[src/rtl/c16_mem_arbiter.sv]
// Shares one external memory port between the C16 bus and a host image loader.
// C16 cycles win; loader writes fill the gaps and stall the CPU only on collision.
module c16_mem_arbiter #(
    parameter int              AW        = 18,
    parameter logic [AW-1:0]   ROM0_BASE = 18'h20000,
    parameter logic [AW-1:0]   ROM1_BASE = 18'h28000,
    parameter int              TIMEOUT   = 15
) (
    input  logic          CLK28,
    input  logic          RESET_N,
    input  logic          c16_strobe,
    input  logic [15:0]   c16_addr,
    input  logic [7:0]    c16_dout,
    input  logic          c16_rnw,
    input  logic          cs_ram,
    input  logic          cs0,
    input  logic          cs1,
    output logic [7:0]    c16_din,
    output logic          WAIT,
    input  logic          ld_req,
    input  logic [AW-1:0] ld_addr,
    input  logic [7:0]    ld_data,
    output logic          ld_ack,
    output logic          mem_req,
    output logic          mem_we,
    output logic [AW-1:0] mem_addr,
    output logic [7:0]    mem_wdata,
    input  logic [7:0]    mem_rdata,
    input  logic          mem_ready,
    output logic          err
);

    typedef enum logic [1:0] {IDLE = 2'd0, C16 = 2'd1, LD = 2'd2} state_t;

    localparam int            CW       = $clog2(TIMEOUT + 1);
    localparam logic [CW-1:0] CNT_LAST = CW'(TIMEOUT - 1);

    state_t        state, state_nxt;
    logic          req_nxt, we_nxt, ack_nxt, wait_nxt, err_nxt;
    logic [AW-1:0] addr_nxt;
    logic [7:0]    wdata_nxt;
    logic          pending, pending_nxt;
    logic          rd_valid, rd_valid_nxt;
    logic [7:0]    rd_data, rd_data_nxt;
    logic [AW-1:0] cap_addr, cap_addr_nxt;
    logic          cap_we, cap_we_nxt;
    logic [7:0]    cap_wdata, cap_wdata_nxt;
    logic [CW-1:0] cnt, cnt_nxt;

    logic          cs_any, need_mem, expired;
    logic [AW-1:0] map_addr;

    always_comb begin
        cs_any   = cs_ram | cs0 | cs1;
        // ROM windows are read-only: a ROM write never reaches memory
        need_mem = cs_any & (cs_ram | c16_rnw);
        expired  = (cnt == CNT_LAST);
        if (cs_ram)
            map_addr = {{(AW-16){1'b0}}, c16_addr};
        else if (cs0)
            map_addr = ROM0_BASE | {{(AW-15){1'b0}}, c16_addr[14:0]};
        else
            map_addr = ROM1_BASE | {{(AW-15){1'b0}}, c16_addr[14:0]};
    end

    always_comb begin
        state_nxt     = state;
        req_nxt       = mem_req;
        we_nxt        = mem_we;
        addr_nxt      = mem_addr;
        wdata_nxt     = mem_wdata;
        ack_nxt       = 1'b0;
        wait_nxt      = WAIT;
        err_nxt       = err;
        pending_nxt   = pending;
        rd_valid_nxt  = rd_valid;
        rd_data_nxt   = rd_data;
        cap_addr_nxt  = cap_addr;
        cap_we_nxt    = cap_we;
        cap_wdata_nxt = cap_wdata;
        cnt_nxt       = cnt;

        unique case (state)
            IDLE: begin
                if (c16_strobe)
                    rd_valid_nxt = 1'b0;
                if (pending) begin
                    state_nxt = C16;
                    req_nxt   = 1'b1;
                    we_nxt    = cap_we;
                    addr_nxt  = cap_addr;
                    wdata_nxt = cap_wdata;
                    cnt_nxt   = '0;
                end else if (c16_strobe && need_mem) begin
                    state_nxt = C16;
                    req_nxt   = 1'b1;
                    we_nxt    = ~c16_rnw;
                    addr_nxt  = map_addr;
                    wdata_nxt = c16_dout;
                    cnt_nxt   = '0;
                // ld_req is still high during the ack cycle; don't replay that write
                end else if (ld_req && !ld_ack) begin
                    state_nxt = LD;
                    req_nxt   = 1'b1;
                    we_nxt    = 1'b1;
                    addr_nxt  = ld_addr;
                    wdata_nxt = ld_data;
                    cnt_nxt   = '0;
                end
            end
            C16: begin
                if (mem_ready || expired) begin
                    state_nxt    = IDLE;
                    req_nxt      = 1'b0;
                    pending_nxt  = 1'b0;
                    wait_nxt     = 1'b0;
                    err_nxt      = err | ~mem_ready;
                    if (!mem_we) begin
                        rd_valid_nxt = 1'b1;
                        rd_data_nxt  = mem_ready ? mem_rdata : 8'hFF;
                    end
                end else begin
                    cnt_nxt = cnt + CW'(1);
                end
            end
            LD: begin
                if (c16_strobe) begin
                    rd_valid_nxt = 1'b0;
                    if (need_mem) begin
                        pending_nxt   = 1'b1;
                        wait_nxt      = 1'b1;
                        cap_addr_nxt  = map_addr;
                        cap_we_nxt    = ~c16_rnw;
                        cap_wdata_nxt = c16_dout;
                    end
                end
                if (mem_ready || expired) begin
                    state_nxt = IDLE;
                    req_nxt   = 1'b0;
                    ack_nxt   = 1'b1;
                    err_nxt   = err | ~mem_ready;
                end else begin
                    cnt_nxt = cnt + CW'(1);
                end
            end
            default: state_nxt = IDLE;
        endcase
    end

    always_ff @(posedge CLK28) begin
        if (!RESET_N) begin
            state     <= IDLE;
            mem_req   <= 1'b0;
            mem_we    <= 1'b0;
            mem_addr  <= '0;
            mem_wdata <= '0;
            ld_ack    <= 1'b0;
            WAIT      <= 1'b0;
            err       <= 1'b0;
            pending   <= 1'b0;
            rd_valid  <= 1'b0;
            rd_data   <= 8'hFF;
            cap_addr  <= '0;
            cap_we    <= 1'b0;
            cap_wdata <= '0;
            cnt       <= '0;
        end else begin
            state     <= state_nxt;
            mem_req   <= req_nxt;
            mem_we    <= we_nxt;
            mem_addr  <= addr_nxt;
            mem_wdata <= wdata_nxt;
            ld_ack    <= ack_nxt;
            WAIT      <= wait_nxt;
            err       <= err_nxt;
            pending   <= pending_nxt;
            rd_valid  <= rd_valid_nxt;
            rd_data   <= rd_data_nxt;
            cap_addr  <= cap_addr_nxt;
            cap_we    <= cap_we_nxt;
            cap_wdata <= cap_wdata_nxt;
            cnt       <= cnt_nxt;
        end
    end

    assign c16_din = rd_valid ? rd_data : 8'hFF;

endmodule

[config.mk]
export PLATFORM = sky130hd
export DESIGN_NAME = c16_mem_arbiter
export DESIGN_NICKNAME = d
export VERILOG_FILES = /design/src/rtl/c16_mem_arbiter.sv
export SDC_FILE = /design/constraint.sdc
export NUM_CORES = 1
export LEC_CHECK = 0
export ABC_AREA = 0
export BUFFER_PORTS_ARGS = -buffer_cell sky130_fd_sc_hd__buf_2
export CORE_AREA = 3 3 92 94
export DETAILED_ROUTE_END_ITERATION = 12
export DIE_AREA = 0 0 95 97
export GPL_TIMING_DRIVEN = 0
export PLACE_DENSITY_LB_ADDON = 0.12
export REMOVE_ABC_BUFFERS = 1
export SETUP_SLACK_MARGIN = 0.02
export SLEW_MARGIN = 10
export SYNTH_ARGS = -nofsm -noshare
export SYNTH_HDL_FRONTEND = slang
export SYNTH_SLANG_ARGS = --single-unit
[constraint.sdc]
create_clock -name CLK28 -period 3.56 [get_ports CLK28]
set_input_delay 0.712 -clock CLK28 [delete_from_list [all_inputs] [get_ports CLK28]]
set_output_delay 0.712 -clock CLK28 [all_outputs]
set_load 0.1 [all_outputs]
==> results of run 1 <==
## final timing paths
kind                start            to  slack, ps  cells past startpoint
max              state[0]        cap_we        800                      6
min          cap_addr[13]  cap_addr[13]        460                      2
max reg2reg      state[0]        cap_we        800                      6
min reg2reg  cap_addr[13]  cap_addr[13]        460                      2
## per-stage QoR
step | utilization (%) | cell area [um2]
2_1_floorplan | - | 3279
3_3_place_gp | 50.89 | 3933
3_5_place_dp | 51.47 | 3978
4_1_cts | 54.34 | 4199
5_1_grt | 54.36 | 4200
6_report | 54.36 | 4200
## Yosys cell counts, types with 2 or more instances
master | instances | area share [%]
buf_6 | 3 | 0.98
a32o_1 | 24 | 7.0
dfxtp_1 | 72 | 42
ha_1 | 6 | 2.2
o21ai_2 | 2 | 0.51
a31oi_1 | 2 | 0.36
buf_2 | 7 | 1.0
and2_1 | 4 | 0.73
a21oi_1 | 11 | 1.6
nand2_1 | 95 | 10
nor2b_1 | 4 | 0.73
nand3b_1 | 10 | 2.2
nor2_1 | 7 | 0.77
o21ai_0 | 16 | 2.3
nand3_1 | 47 | 6.8
clkbuf_1 | 20 | 2.2
a21boi_0 | 25 | 5.5
nand2b_1 | 35 | 6.4
inv_1 | 4 | 0.44
o221a_2 | 2 | 0.66
## routing by layer
| layer | share of wire (%) | track usage (%) | up-vias |
|---|---|---|---|
| met3 | 5.8 | 3.655 | 11 |
| met4 | 1.5 | 7.547 | 0 |
| met1 | 46 | 24.88 | 1477 |
| li1 | - | - | 1621 |
| met2 | 47 | 32.81 | 87 |
| met5 | 0 | 0 | - |
## kinds of logic (layout without fill, tap and decap cells)
group                      after synthesis  count (layout)  share of synthesized area [%]
AOI/OAI and AO/OA                       93              93                          20.58
adders and majority gates                6               6                          2.186
buffers and inverters                   37             127                          5.063
DFF                                     72              72                          41.97
muxes                                    1               1                         0.2915
and+or+nand+nor                        209             209                          29.91
## state kept, by name (all words and copies together) (netlist names)
name	flops
rd_valid	1
mem_we	1
cnt	4
err	1
ld_ack	1
cap_addr	17
mem_req	1
mem_wdata	8
mem_addr	18
cap_we	1
cap_wdata	8
rd_data	8
state	2
pending	1
## worst register-to-register path, cell delays in order, from the launching register on
cell	delay [ps]
dfxtp_1	350
inv_1	90
ha_1	900
or3b_1	850
nand2_1	200
o21ai_0	90
and2_1	190
## power groups by stage
stage | clock, mW | sequential, mW | combinational [mW]
floorplan | 0 | 1.25 | 0.202
global placement | 0 | 0.921 | 0.685
detailed placement | 0 | 0.922 | 0.699
CTS | 0.745 | 0.904 | 0.699
global route | 0.770 | 0.911 | 0.741
finish | 0.725 | 0.904 | 0.694
## final cells by class
cell class | instances | area (um2)
inverter | 5 | 20.02
multi-input combinational | 309 | 1829
timing repair buffer | 107 | 560.5
tap | 102 | 127.6
clock inverter | 3 | 65.06
clock buffer | 12 | 155.1
fill | 753 | 3527
sequential | 72 | 1443
==> metrics, run 1 <==
layout overhead on the synthesized area 22.30%; number of hold violations in the final report 0; leakage power figure ~1.8 nW; maximum fanout count along the critical path 29; die outline area around 9200 um2; area of the core 7727 um2; via density per instance about 5.2; dominant delay contributor by cell family on the critical path simple AND/OR/NAND/NOR gates; slowest stage delay, CP about 900 ps; maximum number of pins on one net before global-route repair 54; clock-pin transition on the worst setup and hold timing paths about 70 ps; post-CTS sizing 1; ratio of total power to cell area 553.0 nW/um2; most common cell after layout, fill and taps aside buf_2; ratio of final minimum period to clock period between 70% and 80%; status completed; total detailed-routing wirelength approximately 9 mm; fraction of power spent switching nets a little under two fifths; required arrival time at the worst endpoint 3790 ps; non-filler cells, final 610; combined buffer and inverter count along the critical path 1; fin worst setup slack ~800 ps; final net count roughly 580; overall routing resource usage between 10% and 20%; clock latency reported for the late side of the worst-skew pair 340 ps; Setup crit end kind register; reported max-cap violation count 0; highest-count cells in the layout ignoring fill and taps buf_2, nand2_1, dfxtp_1; count of flip-flops with a built-in enable after synthesis 0; Worst Setup Path Type register to register; post-layout total power between 2 and 2.5 mW; routability cong. ~0.8; WHS approximately 460 ps; CP Cell Sequence inv_1, ha_1, or3b_1, nand2_1, o21ai_0, and2_1; warnings from Yosys 0; mean post-synth cell area 8.217 um2; number of nets with antenna violations after detailed routing 0; initial antenna violation count 0; GR Overflow Total 0; DRC marker count from the first detailed-route iteration about 160; share of flip-flops with an asynchronous set or reset 0%; relative contribution of sequential cells to total power ~40%; # clock sinks between 70 and 80; Cell Count Post-Placement 595; starting density of the core between 40 and 50%; pre-CTS setup slack -113.1 ps; Max Freq approximately 360 MHz; Die X-Extent 95 um; leading register cell type out of synthesis dfxtp_1; Remaining DRCs 0; antenna diode instance count 0; transition time at the pin with the least slew margin ~1100 ps; internal power between 1 and 1.5 mW; Fin Setup TNS 0 ps; Pre-antenna DRT Iters 4; synthesized area ~3400 um2; Max Slew Vio Count 0; Max transition margin ~25%; portion of the post-synthesis area used by sequential elements a little over two fifths; first-pass GRT wire length between 10 and 15 mm; sw power 0.8603 mW; Detailed Place HPWL between 5 and 6 mm; vias between 3000 and 4000; Hold Buf Count CTS 0; data arrival time of the critical path ~3000 ps; number of H-tree branching levels 3; class of the tightest hold or removal check register to register; layout cells sized above 1 26.57%; Tmin final ~2800 ps; Peak supply drop 218.8 uV; synthesized flop and latch total 72; TritonCTS clock tree yes; die boundary height just under 100 um; root cell of the clock tree clkbuf_8; post-CTS setup-driven buffer insertion count 0; post-synthesis instance total ~420; share of total power in the clock network 31.2%; TritonCTS buffer count 9; critical path's slowest cell ha_1; Unique masters post-synth 42; final setup violation count 0; Setup Skew between 7 and 8 ps; Placement Rows 32; launching element type of the critical path register; I/O Pins about 110; vias in the first global route roughly 3100; CTS max path bufs 2; setup repair after global routing missed its margin no; part of the total power dissipated in combinational logic between 20 and 30%; routed len/inst between 10 and 15 um; IO Port Bufs approximately 110
Power figures use the tool's default switching activity.
==> run 2: changes to the inputs <==
- clock period: 3.56 -> 2.6 ns (I/O delays scaled with it)
==> run 2 against run 1 <==
  * Via count hardly changed
  * Clock skew hardly changed
  * Combinational power is 37% higher
  * Utilization is 0.081 points higher
  * Routed wire length is 0.21% higher
  * Critical endpoint is now mem_addr[7]
==> metrics, run 2 (synthesized netlist as in run 1, its figures left out) <==
leakage power figure 1.754 nW (about the same); TritonCTS clock tree yes; maximum fanout count along the critical path 31 (+6.9%); Tmin final 2327 ps (-436.0 ps); ratio of final minimum period to clock period 89.48% (+12 points); end point of the worst hold path cap_wdata[6]; # clock sinks 72 (unchanged); most common cell after layout, fill and taps aside buf_2; Worst setup startpoint pending; Peak supply drop 299.5 uV (+37%); routability cong. 0.7855 (unchanged); status completed; final setup violation count 0 (unchanged); R2R Setup Slk 270 ps (-520 ps); clock latency reported for the late side of the worst-skew pair 330 ps (about the same); TritonCTS buffer count 9 (unchanged); Placement Rows 32 (unchanged); highest-count cells in the layout ignoring fill and taps buf_2, nand2_1, dfxtp_1; Min-Delay Path Depth 3 (+1); DRC marker count from the first detailed-route iteration 140 (-11%); die boundary height 97 um (unchanged); source of the worst hold timing path c16_dout[6]; area of the core 7727 um2 (unchanged); first-pass GRT wire length 14.63 mm (about the same); vias 3195 (-0.031%); reg2reg start pending; antenna diode instance count 0 (unchanged); vias in the first global route 3091 (+0.065%); number of H-tree branching levels 3 (unchanged); critical path's slowest cell dfxtp_2; routed len/inst 14.58 um (+0.21%); endpoint of the lowest-slack register-to-register path mem_addr[7]; CTS max path bufs 2 (unchanged); root cell of the clock tree clkbuf_8; launching element type of the critical path register; Fin Setup TNS 0 ps (unchanged); required arrival time at the worst endpoint 2880 ps (-910 ps); reported max-cap violation count 0 (unchanged); Die X-Extent 95 um (unchanged); initial antenna violation count 0 (unchanged); reg2reg path depth 5 (-1); Detailed Place HPWL 5.702 mm (unchanged); IO Port Bufs 105 (unchanged); top register by number of flip-flops mem_addr; Worst Setup Path Type register to register; total detailed-routing wirelength 8.895 mm (+0.21%); data arrival time of the critical path 2610 ps (-390 ps); combined buffer and inverter count along the critical path 1 (unchanged); class of the tightest hold or removal check primary input to register; final net count 577 (unchanged); post-layout total power 3.182 mW (+37%); biggest registers after layout mem_addr (18), cap_addr (17); number of hold violations in the final report 0 (unchanged); setup repair after global routing missed its margin no; die outline area 9215 um2 (unchanged); starting density of the core 44.45% (unchanged); Max transition margin 35.74% (+10 points); CP Cell Sequence clkinv_4, o21ai_2, o21a_2, and2_4, a32o_1; Largest register FFs 18 (unchanged); layout cells sized above 1 26.97% (+0.39 points); Max Slew Vio Count 0 (unchanged); slowest stage delay, CP 790 ps (-110 ps); transition time at the pin with the least slew margin 963.9 ps (-156.9 ps); dominant delay contributor by cell family on the critical path flip-flops; clock-pin transition on the worst setup and hold timing paths 80 ps (about the same); Remaining DRCs 0 (unchanged); via density per instance 5.238 (about the same); Setup Skew 7.017 ps (-0.1347 ps); post-CTS setup-driven buffer insertion count 0 (unchanged); layout overhead on the synthesized area 22.48%; GR Overflow Total 0 (unchanged); Pre-antenna DRT Iters 4 (unchanged); overall routing resource usage 19.71% (about the same); ratio of total power to cell area 756.4 nW/um2 (+37%); number of nets with antenna violations after detailed routing 0 (unchanged); Max Freq 429.8 MHz (+19%); I/O Pins 106 (unchanged); Setup crit end kind register; maximum number of pins on one net before global-route repair 54 (unchanged)
## run 2: changes by cell type in the layout (fill, tap and decap cells not counted)
cell / before / now
clkinv_2: 2 / 1
clkinv_4: 0 / 1
ha_1: 6 / 5
ha_2: 0 / 1
or3b_1: 1 / 0
or3b_2: 0 / 1
## run 2: timing repair
item / CTS / global route
endpoints found under the hold margin: 0 / 0
resized for setup: 4 / 1
endpoints found under the setup margin: 61 / 3
cloned: 0 / 0
hold buffers: 0 / 0
## run 2: power by group
part | switching, mW | internal (mW) | total, mW
Combinational | 0.722 | 0.229 | 0.951
Clock | 0.406 | 0.587 | 0.993
Sequential | 0.0506 | 1.19 | 1.24
Total | 1.18 | 2.00 | 3.18
## run 2: metal layers
metal	up-vias	GRT usage, %	wire length (um)
met4	0	7.547	135
met1	1479	24.93	4059
met5	-	0	0
met2	84	32.81	4194
met3	11	3.655	506
li1	1621	-	-
## run 2: final cells by class
type | count | area, um2
fill | 752 | 3521
multi-input combinational | 309 | 1832
sequential | 72 | 1443
timing repair buffer | 107 | 560.5
clock buffer | 12 | 155.1
tap | 102 | 127.6
clock inverter | 3 | 65.06
inverter | 5 | 23.77
## run 2: worst max path at each step
stage / end / cells after the start / slack [ps]
final: mem_addr[7] / 5 / 270
after CTS: cap_we / 6 / 140
after global placement: mem_addr[17] / 5 / -1360
after global routing: mem_wdata[0] / 5 / 100
after detailed placement: mem_addr[17] / 6 / -1070
after floorplan: mem_addr[17] / 5 / -900
## run 2: through the flow
step | util [%] | hold WS [ps] | worst slack, ps | cells | area [um2]
floorplan | - | 438.3 | -904.2 | 386 | 3279
global placement | 50.89 | 441.7 | -1363 | 593 | 3933
detailed placement | 51.47 | 448.4 | -1073 | 595 | 3978
CTS | 54.44 | 436.4 | 141.3 | 610 | 4207
global route | 54.44 | 464.4 | 103.9 | 610 | 4207
finish | 54.44 | 452.1 | 273.4 | 610 | 4207
## run 2: worst reg2reg max path, cell delays in order, from the launching register on
cell	delay [ps]
dfxtp_2	790
clkinv_4	390
o21ai_2	240
o21a_2	250
and2_4	360
a32o_1	240
==> run 3: changes to the inputs <==
- CORE_AREA: 3 3 92 94 -> 3 3 87 89
- DIE_AREA: 0 0 95 97 -> 0 0 90 92
==> run 3 against run 2 <==
  * Worst hold slack got worse by 10 ps
  * Clock skew rose by 2.9 ps
  * Power rose by 5.6%
  * Fmax rose by 0.57%
  * Setup slack improved by 13 ps
  * Via count fell by 0.19%
  * Critical path type unchanged
  * Utilization rose by 7.7 points
  * Highest routed layer unchanged
==> metrics, run 3 (synthesized netlist as in run 1, its figures left out) <==
reported max-cap violation count 0 (unchanged); clock-pin transition on the worst setup and hold timing paths 80 ps (about the same); I/O Pins 106 (unchanged); Setup crit end kind register; final net count 577 (unchanged); overall routing resource usage 21.48% (+1.8 points); layout overhead on the synthesized area 23.57%; maximum number of pins on one net before global-route repair 54 (unchanged); Tmin final 2313 ps (-13.22 ps); class of the tightest hold or removal check primary input to register; setup repair after global routing missed its margin no; post-CTS setup-driven buffer insertion count 0 (unchanged); required arrival time at the worst endpoint 2840 ps (-40 ps); root cell of the clock tree clkbuf_8; vias in the first global route 3158 (+2.2%); status completed; Peak supply drop 550.2 uV (+84%); clock latency reported for the late side of the worst-skew pair 350 ps (+20 ps); top register by number of flip-flops mem_addr; TritonCTS buffer count 9 (unchanged); area of the core 6832 um2 (-12%); highest-count cells in the layout ignoring fill and taps buf_2, nand2_1, dfxtp_1; ratio of total power to cell area 791.7 nW/um2 (+4.7%); die boundary height 92 um (-5.2%); Hold Buf Count CTS 0 (unchanged); Worst Setup Path Type register to register; area of the multi-input gates 1832 um2 (unchanged); Pre-antenna DRT Iters 5 (+1); wire length on met2 4.453 mm (+6.2%); DRC marker count from the first detailed-route iteration 112 (-20%); met1 wire length 3.696 mm (-8.9%); GR Overflow Total 0 (unchanged); number of hold violations in the final report 0 (unchanged); Highest Signal Layer met4; vias 3189 (-0.19%); die outline area 8280 um2 (-10%); routed len/inst 14.50 um (-0.55%); CTS max path bufs 2 (unchanged); Setup Skew 9.933 ps (+2.916 ps); layout cells sized above 1 27.31% (+0.34 points); Max Slew Vio Count 0 (unchanged); combined buffer and inverter count along the critical path 1 (unchanged); maximum fanout count along the critical path 29 (-6.5%); first-pass GRT wire length 14.57 mm (-0.47%); antenna diode instance count 0 (unchanged); Filler Cell Count 661 (-12%); ratio of final minimum period to clock period 88.98% (-0.51 points); starting density of the core 50.27% (+5.8 points); launching element type of the critical path register; source of the worst hold timing path c16_addr[7]; initial antenna violation count 0 (unchanged); IO Port Bufs 105 (unchanged); transition time at the pin with the least slew margin 998.3 ps (+34.37 ps); most common cell after layout, fill and taps aside buf_2; Cell Count Post-Placement 589 (-1.0%); WHS 441.7 ps (-10.43 ps); R2R Setup Slk 290 ps (about the same); Die X-Extent 90 um (-5.3%); Max transition margin 33.45% (-2.3 points); number of H-tree branching levels 3 (unchanged); critical path's slowest cell or3b_2; total detailed-routing wirelength 8.774 mm (-1.4%); Placement Rows 30 (-6.3%); biggest registers after layout mem_addr (18), cap_addr (17); total length of routed met3 wires 556 um (+9.9%); dominant delay contributor by cell family on the critical path simple AND/OR/NAND/NOR gates; TritonCTS clock tree yes; Seq. cell area 1443 um2 (unchanged); Largest register FFs 18 (unchanged); Max Freq 432.3 MHz (+0.57%); data arrival time of the critical path 2550 ps (-60 ps); routability cong. 0.7423 (-5.5%); non-filler cells, final 605 (-0.82%); final setup violation count 0 (unchanged); reg2reg start state[0]; slowest stage delay, CP 790 ps (about the same); leakage power figure 1.777 nW (+1.3%); Remaining DRCs 0 (unchanged); number of nets with antenna violations after detailed routing 0 (unchanged); Detailed Place HPWL 5.515 mm (-3.3%); # clock sinks 72 (unchanged); CP Cell Sequence inv_1, ha_2, or3b_2, nand2_1, o21ai_0, and2_1; Worst setup startpoint state[0]; via density per instance 5.271 (+0.64%)
[run 3: changes by cell type in the layout (fill, tap and decap cells not counted)]
cell / delta
clkbuf_1: -1
clkinv_4: -1
inv_4: +1
bufinv_16: +2
clkinv_2: +1
clkbuf_8: -1
[run 3: what timing repair did]
item | in CTS | in global routing
hold endpoints to repair | 0 | 0
endpoints found under the setup margin | 42 | 26
gates resized for setup | 3 | 2
[run 3: worst paths after layout]
check | endpoint | cells past startpoint
max | cap_we | 6
min | cap_addr[7] | 3
max reg2reg | cap_we | 6
min reg2reg | mem_addr[1] | 1
[run 3: report_power, final]
part	internal, mW	switching, mW
sequential	1.19	0.0512
combinational	0.229	0.722
clock	0.757	0.413
[run 3: metal layers]
metal	vias to the layer above	GRT usage, %
li1	1616	-
met4	0	9.566
met2	85	38.77
met1	1479	24.19
met3	9	4.758
met5	-	0
[run 3: final cells by class]
type                       count  area share, %
timing repair buffer         107          13.21
inverter                       5         0.5012
sequential                    72          33.99
clock buffer                  10          3.243
clock inverter                 6          3.066
tap                           96          2.830
multi-input combinational    309          43.16
[run 3: through the flow]
step	setup TNS, ps	worst slack, ps	instance area, um2	util (%)	power, mW
floorplan	-26760	-904.2	3279	-	1.984
global placement	-61620	-1226	3925	57.45	2.190
detailed placement	-28970	-964.3	3970	58.11	2.214
CTS	0	71.18	4243	62.11	3.384
global route	0	143.6	4244	62.12	3.500
finish	0	286.6	4244	62.12	3.360
[run 3: worst reg2reg max path, cell delays in order, from the launching register on]
cell and delay (ps):
dfxtp_1 340, inv_1 90, ha_2 580, or3b_2 790
nand2_1 160, o21ai_0 80, and2_1 170
